===== config.mk =====
export PLATFORM = sky130hd
export DESIGN_NAME = vdp_host_interface_fifo_flat
export DESIGN_NICKNAME = d
export VERILOG_FILES = /design/src/rtl/vdp_host_interface_fifo_if.sv /design/src/rtl/vdp_host_interface_fifo.sv /design/src/flat_wrapper.sv
export SDC_FILE = /design/constraint.sdc
export NUM_CORES = 1
export LEC_CHECK = 0
export CELL_PAD_IN_SITES_DETAIL_PLACEMENT = 1
export CELL_PAD_IN_SITES_GLOBAL_PLACEMENT = 2
export CORE_MARGIN = 3
export CORE_UTILIZATION = 40
export DETAILED_ROUTE_END_ITERATION = 12
export PLACE_DENSITY = 0.79
export SKIP_LAST_GASP = 1
export SYNTH_ARGS = -nofsm -noshare
export SYNTH_HDL_FRONTEND = slang
export SYNTH_SLANG_ARGS = --single-unit

===== constraint.sdc =====
create_clock -name clk -period 11.2 [get_ports clk]
set_clock_uncertainty 0.2 [all_clocks]
set_input_delay 3.36 -clock clk [delete_from_list [all_inputs] [get_ports clk]]
set_output_delay 3.36 -clock clk [all_outputs]
set_load 0.005 [all_outputs]

===== src/rtl/vdp_host_interface_fifo_if.sv =====
// ---------------------------------------------------------------------------
// vdp_host_interface_fifo_if
//
// Bundles every non-clock signal of the VDP host interface FIFO so that the
// block and its environment share one definition.
//
//   CPU side      : host_address, host_write_en, host_write_data,
//                   host_read_en  -> block;  ready <- block
//   Copper side   : cop_write_en, cop_write_address, cop_write_data -> block
//   VRAM status   : vram_write_pending -> block
//   Register port : register_write_en/address/data, read_address <- block
//   Status        : fifo_level, preempt_count, read_state_dbg <- block
//
// Handshake semantics (the one place they are written down):
//   host_write_en / host_read_en act as "valid" and are held by the CPU
//   until it sees ready=1 for one cycle, after which the CPU drops the
//   strobe for at least one clock edge before starting another transfer.
//   A write is taken on the edge where valid is high, the strobe has not
//   already been taken, and the FIFO has room; ready follows one cycle later.
//   A read is acknowledged two edges after it is allowed to start.
//   cop_write_en is a single-cycle strobe with no backpressure at all.
//   Write and read strobes are never raised together by the CPU.
// ---------------------------------------------------------------------------
interface vdp_host_interface_fifo_if #(
  parameter int ADDR_WIDTH = 5,
  parameter int DATA_WIDTH = 16,
  parameter int FIFO_DEPTH = 4,
  parameter int CNT_WIDTH  = 8
);
  localparam int LVL_W = $clog2(FIFO_DEPTH) + 1;

  logic [ADDR_WIDTH-1:0] host_address;
  logic                  host_write_en;
  logic [DATA_WIDTH-1:0] host_write_data;
  logic                  host_read_en;
  logic                  ready;

  logic                  cop_write_en;
  logic [ADDR_WIDTH-1:0] cop_write_address;
  logic [DATA_WIDTH-1:0] cop_write_data;

  logic                  vram_write_pending;

  logic                  register_write_en;
  logic [ADDR_WIDTH-1:0] register_write_address;
  logic [DATA_WIDTH-1:0] register_write_data;
  logic [ADDR_WIDTH-1:0] read_address;

  logic [LVL_W-1:0]      fifo_level;
  logic [CNT_WIDTH-1:0]  preempt_count;
  // 1 while the read handshake is in its acknowledge (WAIT) state
  logic                  read_state_dbg;

  // Environment driving the block (CPU, copper, VRAM controller)
  modport master (
    output host_address, host_write_en, host_write_data, host_read_en,
    output cop_write_en, cop_write_address, cop_write_data,
    output vram_write_pending,
    input  ready,
    input  register_write_en, register_write_address, register_write_data,
    input  read_address, fifo_level, preempt_count, read_state_dbg
  );

  // The FIFO block itself
  modport slave (
    input  host_address, host_write_en, host_write_data, host_read_en,
    input  cop_write_en, cop_write_address, cop_write_data,
    input  vram_write_pending,
    output ready,
    output register_write_en, register_write_address, register_write_data,
    output read_address, fifo_level, preempt_count, read_state_dbg
  );
endinterface


===== src/rtl/vdp_host_interface_fifo.sv =====
// ---------------------------------------------------------------------------
// vdp_host_interface_fifo
//
// Merges CPU and copper register writes onto the single VDP register write
// port. CPU writes are buffered in a FIFO_DEPTH-entry FIFO so the CPU only
// stalls when the FIFO is full; copper writes always win the port and are
// forwarded one cycle after their strobe. CPU reads are held off until every
// buffered CPU write has reached the register file, which keeps reads
// ordered after earlier writes.
//
// Ports:
//   clk    - system clock
//   reset  - asynchronous, active-high; clears FIFO, handshake state,
//            preemption counter and every output
//   bus    - slave modport of vdp_host_interface_fifo_if carrying the CPU,
//            copper, VRAM-status, register-port and status signals
// ---------------------------------------------------------------------------
module vdp_host_interface_fifo #(
  parameter int ADDR_WIDTH = 5,
  parameter int DATA_WIDTH = 16,
  parameter int FIFO_DEPTH = 4,
  parameter int CNT_WIDTH  = 8
) (
  input  logic                        clk,
  input  logic                        reset,
  vdp_host_interface_fifo_if.slave    bus
);

  localparam int PTR_W = $clog2(FIFO_DEPTH);
  localparam int LVL_W = PTR_W + 1;
  localparam int ENT_W = ADDR_WIDTH + DATA_WIDTH;
  localparam logic [LVL_W-1:0] DEPTH_LVL = LVL_W'(FIFO_DEPTH);

  typedef enum logic {
    RD_IDLE = 1'b0,
    RD_WAIT = 1'b1
  } rd_state_e;

  // FIFO storage and bookkeeping
  logic [ENT_W-1:0]      mem_q [FIFO_DEPTH];
  logic [ENT_W-1:0]      mem_d [FIFO_DEPTH];
  logic [PTR_W-1:0]      wr_ptr_q, wr_ptr_d;
  logic [PTR_W-1:0]      rd_ptr_q, rd_ptr_d;
  logic [LVL_W-1:0]      level_q, level_d;

  // CPU handshake state
  logic                  write_pending_q, write_pending_d;
  logic                  read_pending_q, read_pending_d;
  logic                  ready_q, ready_d;
  rd_state_e             rd_state_q, rd_state_d;

  // Registered register-file port
  logic                  reg_we_q, reg_we_d;
  logic [ADDR_WIDTH-1:0] reg_addr_q, reg_addr_d;
  logic [DATA_WIDTH-1:0] reg_data_q, reg_data_d;
  logic [ADDR_WIDTH-1:0] read_addr_q, read_addr_d;

  logic [CNT_WIDTH-1:0]  preempt_q, preempt_d;

  // Per-cycle decisions
  logic                  fifo_empty;
  logic                  fifo_full;
  logic                  push;
  logic                  pop;
  logic                  rd_start;
  logic [ENT_W-1:0]      head;
  logic [ADDR_WIDTH-1:0] head_addr;
  logic [DATA_WIDTH-1:0] head_data;

  // -------------------------------------------------------------------------
  // Push / pop decisions. A full FIFO refuses the push even when a pop frees
  // a slot in the same cycle; this keeps the full flag a pure function of
  // the registered level. write_pending stops a held strobe from being
  // taken twice.
  // -------------------------------------------------------------------------
  always_comb begin
    fifo_empty = (level_q == '0);
    fifo_full  = (level_q == DEPTH_LVL);
    push       = bus.host_write_en && !write_pending_q && !fifo_full;
    // Copper owns the port this cycle, or VRAM is mid-write: hold the queue
    pop        = !fifo_empty && !bus.cop_write_en && !bus.vram_write_pending;
    head       = mem_q[rd_ptr_q];
    head_addr  = head[ENT_W-1:DATA_WIDTH];
    head_data  = head[DATA_WIDTH-1:0];
  end

  // -------------------------------------------------------------------------
  // FIFO storage, pointers (wrap naturally, depth is a power of two) and
  // occupancy.
  // -------------------------------------------------------------------------
  always_comb begin
    mem_d    = mem_q;
    wr_ptr_d = wr_ptr_q;
    rd_ptr_d = rd_ptr_q;
    level_d  = level_q;

    if (push) begin
      mem_d[wr_ptr_q] = {bus.host_address, bus.host_write_data};
      wr_ptr_d        = wr_ptr_q + 1'b1;
    end
    if (pop) begin
      rd_ptr_d = rd_ptr_q + 1'b1;
    end

    case ({push, pop})
      2'b10:   level_d = level_q + 1'b1;
      2'b01:   level_d = level_q - 1'b1;
      default: level_d = level_q;
    endcase
  end

  // -------------------------------------------------------------------------
  // Register port: copper first, then FIFO head, otherwise the strobe drops
  // and address/data keep their last values.
  // -------------------------------------------------------------------------
  always_comb begin
    reg_we_d    = 1'b0;
    reg_addr_d  = reg_addr_q;
    reg_data_d  = reg_data_q;
    read_addr_d = bus.host_address;
    preempt_d   = preempt_q;

    if (bus.cop_write_en) begin
      reg_we_d   = 1'b1;
      reg_addr_d = bus.cop_write_address;
      reg_data_d = bus.cop_write_data;
    end else if (pop) begin
      reg_we_d   = 1'b1;
      reg_addr_d = head_addr;
      reg_data_d = head_data;
    end

    // Counts only cycles where the copper actually delayed buffered work
    if (bus.cop_write_en && !fifo_empty && !(&preempt_q)) begin
      preempt_d = preempt_q + 1'b1;
    end
  end

  // -------------------------------------------------------------------------
  // Read handshake FSM. A read may only start when nothing is buffered and
  // no write is on the register port (reg_we_q covers the last popped
  // entry still in flight). A simultaneous write strobe takes priority.
  // -------------------------------------------------------------------------
  always_comb begin
    rd_state_d = rd_state_q;
    rd_start   = 1'b0;

    case (rd_state_q)
      RD_IDLE: begin
        if (bus.host_read_en && !bus.host_write_en && !read_pending_q &&
            fifo_empty && !reg_we_q) begin
          rd_state_d = RD_WAIT;
          rd_start   = 1'b1;
        end
      end
      RD_WAIT: begin
        rd_state_d = RD_IDLE;
      end
      default: begin
        rd_state_d = RD_IDLE;
      end
    endcase
  end

  // -------------------------------------------------------------------------
  // Strobe-taken flags and the shared acknowledge.
  // -------------------------------------------------------------------------
  always_comb begin
    write_pending_d = write_pending_q;
    read_pending_d  = read_pending_q;

    if (push) begin
      write_pending_d = 1'b1;
    end else if (!bus.host_write_en) begin
      write_pending_d = 1'b0;
    end

    if (rd_start) begin
      read_pending_d = 1'b1;
    end else if (!bus.host_read_en) begin
      read_pending_d = 1'b0;
    end

    // Write acknowledge the cycle after the push; read acknowledge as the
    // FSM leaves WAIT.
    ready_d = push || (rd_state_q == RD_WAIT);
  end

  // -------------------------------------------------------------------------
  // State registers
  // -------------------------------------------------------------------------
  always_ff @(posedge clk or posedge reset) begin
    if (reset) begin
      mem_q           <= '{default: '0};
      wr_ptr_q        <= '0;
      rd_ptr_q        <= '0;
      level_q         <= '0;
      write_pending_q <= 1'b0;
      read_pending_q  <= 1'b0;
      ready_q         <= 1'b0;
      rd_state_q      <= RD_IDLE;
      reg_we_q        <= 1'b0;
      reg_addr_q      <= '0;
      reg_data_q      <= '0;
      read_addr_q     <= '0;
      preempt_q       <= '0;
    end else begin
      mem_q           <= mem_d;
      wr_ptr_q        <= wr_ptr_d;
      rd_ptr_q        <= rd_ptr_d;
      level_q         <= level_d;
      write_pending_q <= write_pending_d;
      read_pending_q  <= read_pending_d;
      ready_q         <= ready_d;
      rd_state_q      <= rd_state_d;
      reg_we_q        <= reg_we_d;
      reg_addr_q      <= reg_addr_d;
      reg_data_q      <= reg_data_d;
      read_addr_q     <= read_addr_d;
      preempt_q       <= preempt_d;
    end
  end

  // -------------------------------------------------------------------------
  // Outputs
  // -------------------------------------------------------------------------
  assign bus.ready                  = ready_q;
  assign bus.register_write_en      = reg_we_q;
  assign bus.register_write_address = reg_addr_q;
  assign bus.register_write_data    = reg_data_q;
  assign bus.read_address           = read_addr_q;
  assign bus.fifo_level             = level_q;
  assign bus.preempt_count          = preempt_q;
  assign bus.read_state_dbg         = (rd_state_q == RD_WAIT);

  // The CPU never overlaps write and read strobes; catch it if it does.
  a_no_push_during_read: assert property (
    @(posedge clk) disable iff (reset) !(push && bus.host_read_en)
  );

endmodule


===== src/flat_wrapper.sv =====
// flat-port wrapper written by rule: the top's interface ports become plain ports
module vdp_host_interface_fifo_flat 
#(
  parameter int ADDR_WIDTH = 5,
  parameter int DATA_WIDTH = 16,
  parameter int FIFO_DEPTH = 4,
  parameter int CNT_WIDTH  = 8
)
  (clk, reset, bus_host_address, bus_host_write_en, bus_host_write_data, bus_host_read_en, bus_cop_write_en, bus_cop_write_address, bus_cop_write_data, bus_vram_write_pending, bus_ready, bus_register_write_en, bus_register_write_address, bus_register_write_data, bus_read_address, bus_fifo_level, bus_preempt_count, bus_read_state_dbg);
  vdp_host_interface_fifo_if #(.ADDR_WIDTH(ADDR_WIDTH), .DATA_WIDTH(DATA_WIDTH), .FIFO_DEPTH(FIFO_DEPTH), .CNT_WIDTH(CNT_WIDTH)) bus_i ();
  input  logic clk;
  input  logic reset;
  input wire logic [$bits(bus_i.host_address)-1:0] bus_host_address;
  input wire logic [$bits(bus_i.host_write_en)-1:0] bus_host_write_en;
  input wire logic [$bits(bus_i.host_write_data)-1:0] bus_host_write_data;
  input wire logic [$bits(bus_i.host_read_en)-1:0] bus_host_read_en;
  input wire logic [$bits(bus_i.cop_write_en)-1:0] bus_cop_write_en;
  input wire logic [$bits(bus_i.cop_write_address)-1:0] bus_cop_write_address;
  input wire logic [$bits(bus_i.cop_write_data)-1:0] bus_cop_write_data;
  input wire logic [$bits(bus_i.vram_write_pending)-1:0] bus_vram_write_pending;
  output wire logic [$bits(bus_i.ready)-1:0] bus_ready;
  output wire logic [$bits(bus_i.register_write_en)-1:0] bus_register_write_en;
  output wire logic [$bits(bus_i.register_write_address)-1:0] bus_register_write_address;
  output wire logic [$bits(bus_i.register_write_data)-1:0] bus_register_write_data;
  output wire logic [$bits(bus_i.read_address)-1:0] bus_read_address;
  output wire logic [$bits(bus_i.fifo_level)-1:0] bus_fifo_level;
  output wire logic [$bits(bus_i.preempt_count)-1:0] bus_preempt_count;
  output wire logic [$bits(bus_i.read_state_dbg)-1:0] bus_read_state_dbg;
  assign bus_i.host_address = bus_host_address;
  assign bus_i.host_write_en = bus_host_write_en;
  assign bus_i.host_write_data = bus_host_write_data;
  assign bus_i.host_read_en = bus_host_read_en;
  assign bus_i.cop_write_en = bus_cop_write_en;
  assign bus_i.cop_write_address = bus_cop_write_address;
  assign bus_i.cop_write_data = bus_cop_write_data;
  assign bus_i.vram_write_pending = bus_vram_write_pending;
  assign bus_ready = bus_i.ready;
  assign bus_register_write_en = bus_i.register_write_en;
  assign bus_register_write_address = bus_i.register_write_address;
  assign bus_register_write_data = bus_i.register_write_data;
  assign bus_read_address = bus_i.read_address;
  assign bus_fifo_level = bus_i.fifo_level;
  assign bus_preempt_count = bus_i.preempt_count;
  assign bus_read_state_dbg = bus_i.read_state_dbg;
  vdp_host_interface_fifo #(.ADDR_WIDTH(ADDR_WIDTH), .DATA_WIDTH(DATA_WIDTH), .FIFO_DEPTH(FIFO_DEPTH), .CNT_WIDTH(CNT_WIDTH)) u_core (.clk(clk), .reset(reset), .bus(bus_i));
endmodule

# --- Word level (Yosys, flattened, before mapping) ---
# Cells that the tools add are included.
classes:
  addsub: 5
  order_cmp: 3
  reduce_logical: 25
  mux: 20
  bitwise: 3
  eq_ne: 5
ops:
  columns: ["cell", "n"]
  rows:
  - ["84-bit bitwise mux", 1]
  - ["21-bit 2-to-1 mux", 3]
  - ["21-bit binary-select mux with 2-bit select", 1]
  - ["21-bit demux with 2-bit select", 1]
  - ["16-bit 2-to-1 mux", 2]
  - ["1-bit logical AND", 11]
  - ["5-bit 2-to-1 mux", 2]
  - ["1-bit logical NOT", 9]
  - ["8-bit by 1-bit adder with 8-bit output (second input constant)", 1]
  - ["1-bit 2-to-1 mux", 8]
  - ["8-bit AND reduction", 1]
  - ["3-bit >= comparator (second input constant)", 2]
  - ["2-bit NOT with 3-bit output", 2]
  - ["3-bit one-hot mux with 2 select lines", 1]
  - ["2-bit by 1-bit adder with 2-bit output (second input constant)", 2]
  - ["2-bit by 1-bit != test with 1-bit output (second input constant)", 2]
  - ["2-bit nonzero test", 2]
  - ["3-bit by 1-bit adder with 3-bit output (second input constant)", 1]
  - ["3-bit == test (second input constant)", 1]
  - ["3-bit logical NOT", 1]
  - ["3-bit by 1-bit less-than comparator with 1-bit output (second input constant)", 1]
  - ["3-bit by 1-bit subtractor with 3-bit output (second input constant)", 1]
  - ["2-bit by 1-bit == test with 1-bit output (second input constant)", 1]
  - ["2-bit == test (second input constant)", 1]
  - ["other kinds (3)", 3]
totals:
  ff_bits: 130
  input_bits: 48
  word_cells: 77
  output_inout_bits: 40

# --- Longest topological paths before layout ---
logic_depth:
  depth_word: 8
  mapped_depth: 11

# --- Worst setup path before layout ---
# OpenSTA, ideal clock, no wires.
synth_path:
  path_type: "in2reg"
  start: "in bus_cop_write_en"
  end: "reg u_core.level_q[2] (netlist: u_core.bus.fifo_level[2])"
  slack_ps: 5791
  arrival_time_ps: 5130
  setup_time_ps: 79
  n_path_buf: 2
  stages: 11
  cell_sequence: "clkbuf_1 nor2_1 nand2_1 inv_1 clkbuf_1 ha_1 inv_1 fa_1 xor2_1 nor2_1 xor2_1"
synth_via:
  elab_chain_cells: 5
synth_lines:
  columns: ["item", "line_no", "rtl"]
  rows:
  - ["start, declared", "flat_wrapper.sv:17", "input wire logic [$bits(bus_i.cop_write_en)-1:0] bus_cop_write_en;"]
  - ["1-bit logical NOT *", "vdp_host_interface_fifo.sv:81", "pop = !fifo_empty && !bus.cop_write_en && !bus.vram_write_pending;"]
  - ["1-bit logical AND * (2 in a row)", "vdp_host_interface_fifo.sv:81", null]
  - ["named net u_core.pop", "vdp_host_interface_fifo.sv:64", "logic pop;"]
  - ["2-bit by 1-bit == test with 1-bit output or 2-bit == test (tied branches)", "vdp_host_interface_fifo.sv:105", "case ({push, pop})"]
  - ["3-bit one-hot mux with 2 select lines or 2-bit nonzero test (tied branches)", null, null]
  - ["end signal, assigned", "vdp_host_interface_fifo.sv:211", "level_q <= level_d;"]
  - ["end, declared", "vdp_host_interface_fifo.sv:44", "logic [LVL_W-1:0] level_q, level_d;"]
# Mark *: on every way through the listed nets, which the timed path passes. The rest lies on a longest branch.
# A chain may end at the register's enable or synchronous reset.

# --- Worst setup path after layout ---
layout_path:
  start: "in bus_cop_write_en"
  end: "reg u_core.level_q[2] (netlist: u_core.bus.fifo_level[2])"
layout_via:
  elab_chain_cells: 5
layout_lines:
  columns: ["item", "line_no"]
  rows:
  - ["1-bit logical NOT *", "vdp_host_interface_fifo.sv:81"]
  - ["1-bit logical AND * (2 in a row)", "vdp_host_interface_fifo.sv:81"]
  - ["2-bit by 1-bit == test with 1-bit output or 2-bit == test (tied branches)", "vdp_host_interface_fifo.sv:105"]
  - ["3-bit one-hot mux with 2 select lines or 2-bit nonzero test (tied branches)", null]
# Every way passes the cells marked *; elsewhere a longest branch is shown, timed or not.

==> out/summary.md <==
88 I/O pins were placed. For the CTS buffer count, the log shows 17. Entering global routing, the biggest net connects 73 pins. For the total design power, the log shows 2.17 mW. CTS placed an instance of sky130_fd_sc_hd__clkbuf_16 at the clock tree root.

The maximum ir drop on the vdd rail is 0.121 mV. At the worst endpoint, the arrival time is 6.24 ns. Setup repair after global routing left no endpoint under its margin. Power spread over the standard cell area amounts to 280 nW/µm².

Post-detailed-route DRC marker count: 0. The vertical extent of the die came out at 130 µm. The netlist area before placement came out at 6160 µm².

Leaving out fill and tap cells, the most frequent cell in the layout is sky130_fd_sc_hd__dfrtp_1. Max-cap violations in this run came to 0. Hold repair after CTS inserted 0 buffers. The core region is 14,800 µm².

Post-synthesis average cell area: 15.1 µm². For the switching component of the power, the log shows 0.601 mW. Total via count after detailed routing: 3,615. Sequential cells account for 38.1% of the total power. The flow ran to the end, and the final reports show no timing, DRC or antenna violations. In this run the static leakage power is 3.50 nW. The wire-length estimate of the detail-placed layout is 9070 µm. The end-of-flow core utilization is 52.2%, and the detailed-route vias per instance is 5.22. The internal power of the cells totals 1.57 mW.

The tools report the total grt overflow as 0. Category of the worst setup path capture point: a register. Of the total power, the share spent switching nets is 27.7%.

The number of different library cells used by synthesis comes to 35. The path class of the tightest hold or removal check is reg -> reg. The tools report the number of hold violations in the final report as 0. Counting flops and latches in the post-synthesis netlist gives 130. The post-route minimum period is 6.10 ns, and the total of fill cells in the finished design is 1,441.

Critical setup path kind: in -> reg. Input and output buffers added on the ports amount to 87. Traced cell by cell, the critical path runs through clkdlybuf4s50_1, buf_4, nor2_1, nand2_1, buf_4, inv_1, ha_1, inv_1, fa_1, xor2_1, nor2_1, xor2_1.

The remaining antenna violation count after routing was 0. Counting both buffers and inverters, the worst setup path holds a total of 5. For the clock sink count, the log shows 130.

In the final timing run, aggregate negative setup slack is 0 ns. The required time of the critical path is 11.34 ns. In this run, the clock network consumes 29.5% of the power.

The remaining max-slew budget at the tightest pin was 39.2%; the number of antenna violations at the first check in global routing was 0. After the first detailed-routing iteration, the DRC count stood at 74. The standard-cell row count was 44; the die extent in x was 130 µm. The die covers 16,900 µm². The length of the first detailed-routing pass in iterations came out at 4. TritonCTS built the clock tree.

The post-synthesis sequential area ratio is 52.8%. Based on the critical path, the design can be clocked at up to 164 MHz. The repair_antennas step left the layout with diodes totalling 0. Of the available clock period, the critical path in the final layout requires 54.5%. The tools report the number of max-slew violations in the final report as 0. The logs give 18.1% for the global-route usage over all layers and 41.6% for the effective utilization at floorplan. The number of setup buffers added after CTS is 0, and the layout net count is 550. Setup violations remaining at the end of the flow were counted as 0. The clock tree synthesis step divided the H-tree into 4 levels. Gates resized during post-CTS repair numbered 0.

The run gives 463 as the synthesized netlist net count. The first global-routing pass estimated 23,000 µm of wire. At the pin with the least slew margin, the transition time is 0.913 ns. For this block, the routed nets add up to 14,300 µm of wire. The via count of the first global-routing pass was 4,057; the number of buffers between clock root and the deepest sink was 2. The cell family contributing the most delay on the critical path is buffers and inverters. The post-synthesis to final-layout area growth is 25.5%. Dividing the detail-routed wire length by the instance count gives 20.7 µm.

The smallest hold slack was 0.230 ns. The worst setup path is launched from an input pin. Of the cells placed in the final design, the portion with a size suffix greater than 1 is 29.9%.

Along the worst path, the maximum fanout reaches 45. The library cells used most frequently in the layout, excluding fill and tap cells, are sky130_fd_sc_hd__dfrtp_1, sky130_fd_sc_hd__clkdlybuf4s50_1, sky130_fd_sc_hd__mux2_4. The delay contributed by the slowest stage of the critical path is 0.59 ns, and the clock transition at the register clock pins on the worst setup and hold paths after CTS is 0.06 ns. Clock latency on the worst-skew pair, taken at its later pin, is 0.41 ns. The run gives 408 as the number of instances in the synthesized netlist.

On the critical path, the stage with the largest delay is an instance of sky130_fd_sc_hd__inv_1. At the end of routability-driven placement, the weighted congestion stood at 0.769. The warning count from the yosys run was 0; the combinational group share of total power was 32.4%.
-- cell type report --
| type | instances | area [µm²] | area share [%] |
|---|---|---|---|
| flip-flops and latches | 130 | 3250 | 42.1 |
| well taps | 184 | 230 | 2.98 |
| clock inverters | 11 | 205 | 2.65 |
| multi-input cells | 246 | 2640 | 34.1 |
| inverters | 9 | 36.3 | 0.469 |
| clock buffers | 21 | 470 | 6.08 |
| repair buffers | 91 | 901 | 11.6 |
-- cell usage after synthesis --
cell type                  number  area [µm²]
sky130_fd_sc_hd__nand2_8        4        80.1
sky130_fd_sc_hd__and4_1         1        8.76
sky130_fd_sc_hd__nor2_1         3        11.3
sky130_fd_sc_hd__ha_1           6        75.1
sky130_fd_sc_hd__buf_2          5        25.0
sky130_fd_sc_hd__nand2_1       28         105
sky130_fd_sc_hd__buf_1          2        7.51
sky130_fd_sc_hd__a21boi_0       1        7.51
sky130_fd_sc_hd__and3b_4        1        12.5
sky130_fd_sc_hd__fa_1           1        20.0
sky130_fd_sc_hd__nand4_1        2        12.5
sky130_fd_sc_hd__or4_1          1        7.51
sky130_fd_sc_hd__nand3_1        2        10.0
sky130_fd_sc_hd__or3_2          1        7.51
sky130_fd_sc_hd__nor3b_1        1        7.51
sky130_fd_sc_hd__nand2b_1       2        12.5
sky130_fd_sc_hd__buf_12         9         180
sky130_fd_sc_hd__dfrtp_1      130        3250
sky130_fd_sc_hd__a21oi_1       43         215
sky130_fd_sc_hd__and3_1         2        12.5
sky130_fd_sc_hd__or2_2          1        6.26
sky130_fd_sc_hd__inv_1          9        33.8
sky130_fd_sc_hd__xnor2_1        8        70.1
sky130_fd_sc_hd__mux4_2        21         473
sky130_fd_sc_hd__mux2_2         7        78.8
sky130_fd_sc_hd__mux2_4        80        1200
sky130_fd_sc_hd__nor2b_1       21         131
sky130_fd_sc_hd__o21ai_0        1        5.00
sky130_fd_sc_hd__o31ai_1        1        7.51
sky130_fd_sc_hd__xor2_1         3        26.3
sky130_fd_sc_hd__clkbuf_1       7        26.3
sky130_fd_sc_hd__or3b_1         1        8.76
sky130_fd_sc_hd__o21a_1         1        7.51
sky130_fd_sc_hd__nor3_1         1        5.00
sky130_fd_sc_hd__mux2i_1        1        10.0
-- power by group through the flow --
| stage | combinational (mW) | sequential, mW | clock (mW) |
|---|---|---|---|
| after floorplan | 0.572 | 0.759 | 0 |
| final | 0.703 | 0.826 | 0.639 |
| after detailed placement | 0.705 | 0.831 | 0 |
| after global placement | 0.682 | 0.815 | 0 |
| after CTS | 0.715 | 0.829 | 0.648 |
| after global routing | 0.759 | 0.859 | 0.669 |
-- routing by layer --
layer	global-route usage, %	routed length (µm)	vias up
met4	5.87	204	0
met3	4.01	494	18
met2	30.4	7330	73
met5	0	0	-
met1	23.4	6280	1904
li1	-	-	1620
-- stage by stage --
stage | instances | area [µm²] | worst slack [ns]
2_1_floorplan | 408 | 6160 | 4.17
3_3_place_gp | 660 | 7060 | 4.73
3_5_place_dp | 660 | 7060 | 4.60
4_1_cts | 692 | 7730 | 5.04
5_1_grt | 692 | 7730 | 4.87
6_report | 692 | 7730 | 5.10
-- worst paths after layout --
check / slack (ns) / start / endpoint / cells past startpoint
worst max-delay path: 5.10 / bus_cop_write_en / u_core.bus.fifo_level[2] / 12
worst min-delay path: 0.23 / u_core.read_pending_q / u_core.bus.read_state_dbg / 1
worst max register to register: 8.10 / u_core.bus.fifo_level[0] / u_core.bus.fifo_level[2] / 10
worst min register to register: 0.23 / u_core.read_pending_q / u_core.bus.read_state_dbg / 1
max in group asynchronous: 6.12 / reset / u_core.rd_ptr_q[0] / 3
min in group asynchronous: 3.25 / reset / u_core.bus.preempt_count[1] / 2
-- sequential cells by signal, summed over array words and instances, names as in the netlist, 2 cells and up --
register,flops
u_core.bus.read_address,5
u_core.bus.preempt_count,8
u_core.bus.fifo_level,3
u_core.bus.register_write_address,5
u_core.wr_ptr_q,2
u_core.bus.register_write_data,16
u_core.mem_q,84
u_core.rd_ptr_q,2
-- logic make-up (layout without fill, tap and decap cells) --
logic type	Yosys count	count (layout)	share of synthesized area (%)
mux	109	109	28.6
buf+inv	32	132	4.43
simple gates	72	72	7.13
fa+ha+maj	7	7	1.54
xor+xnor	11	11	1.56
compound gates	47	47	3.94
flops	130	130	52.8
(Power assumes the default switching activity.)
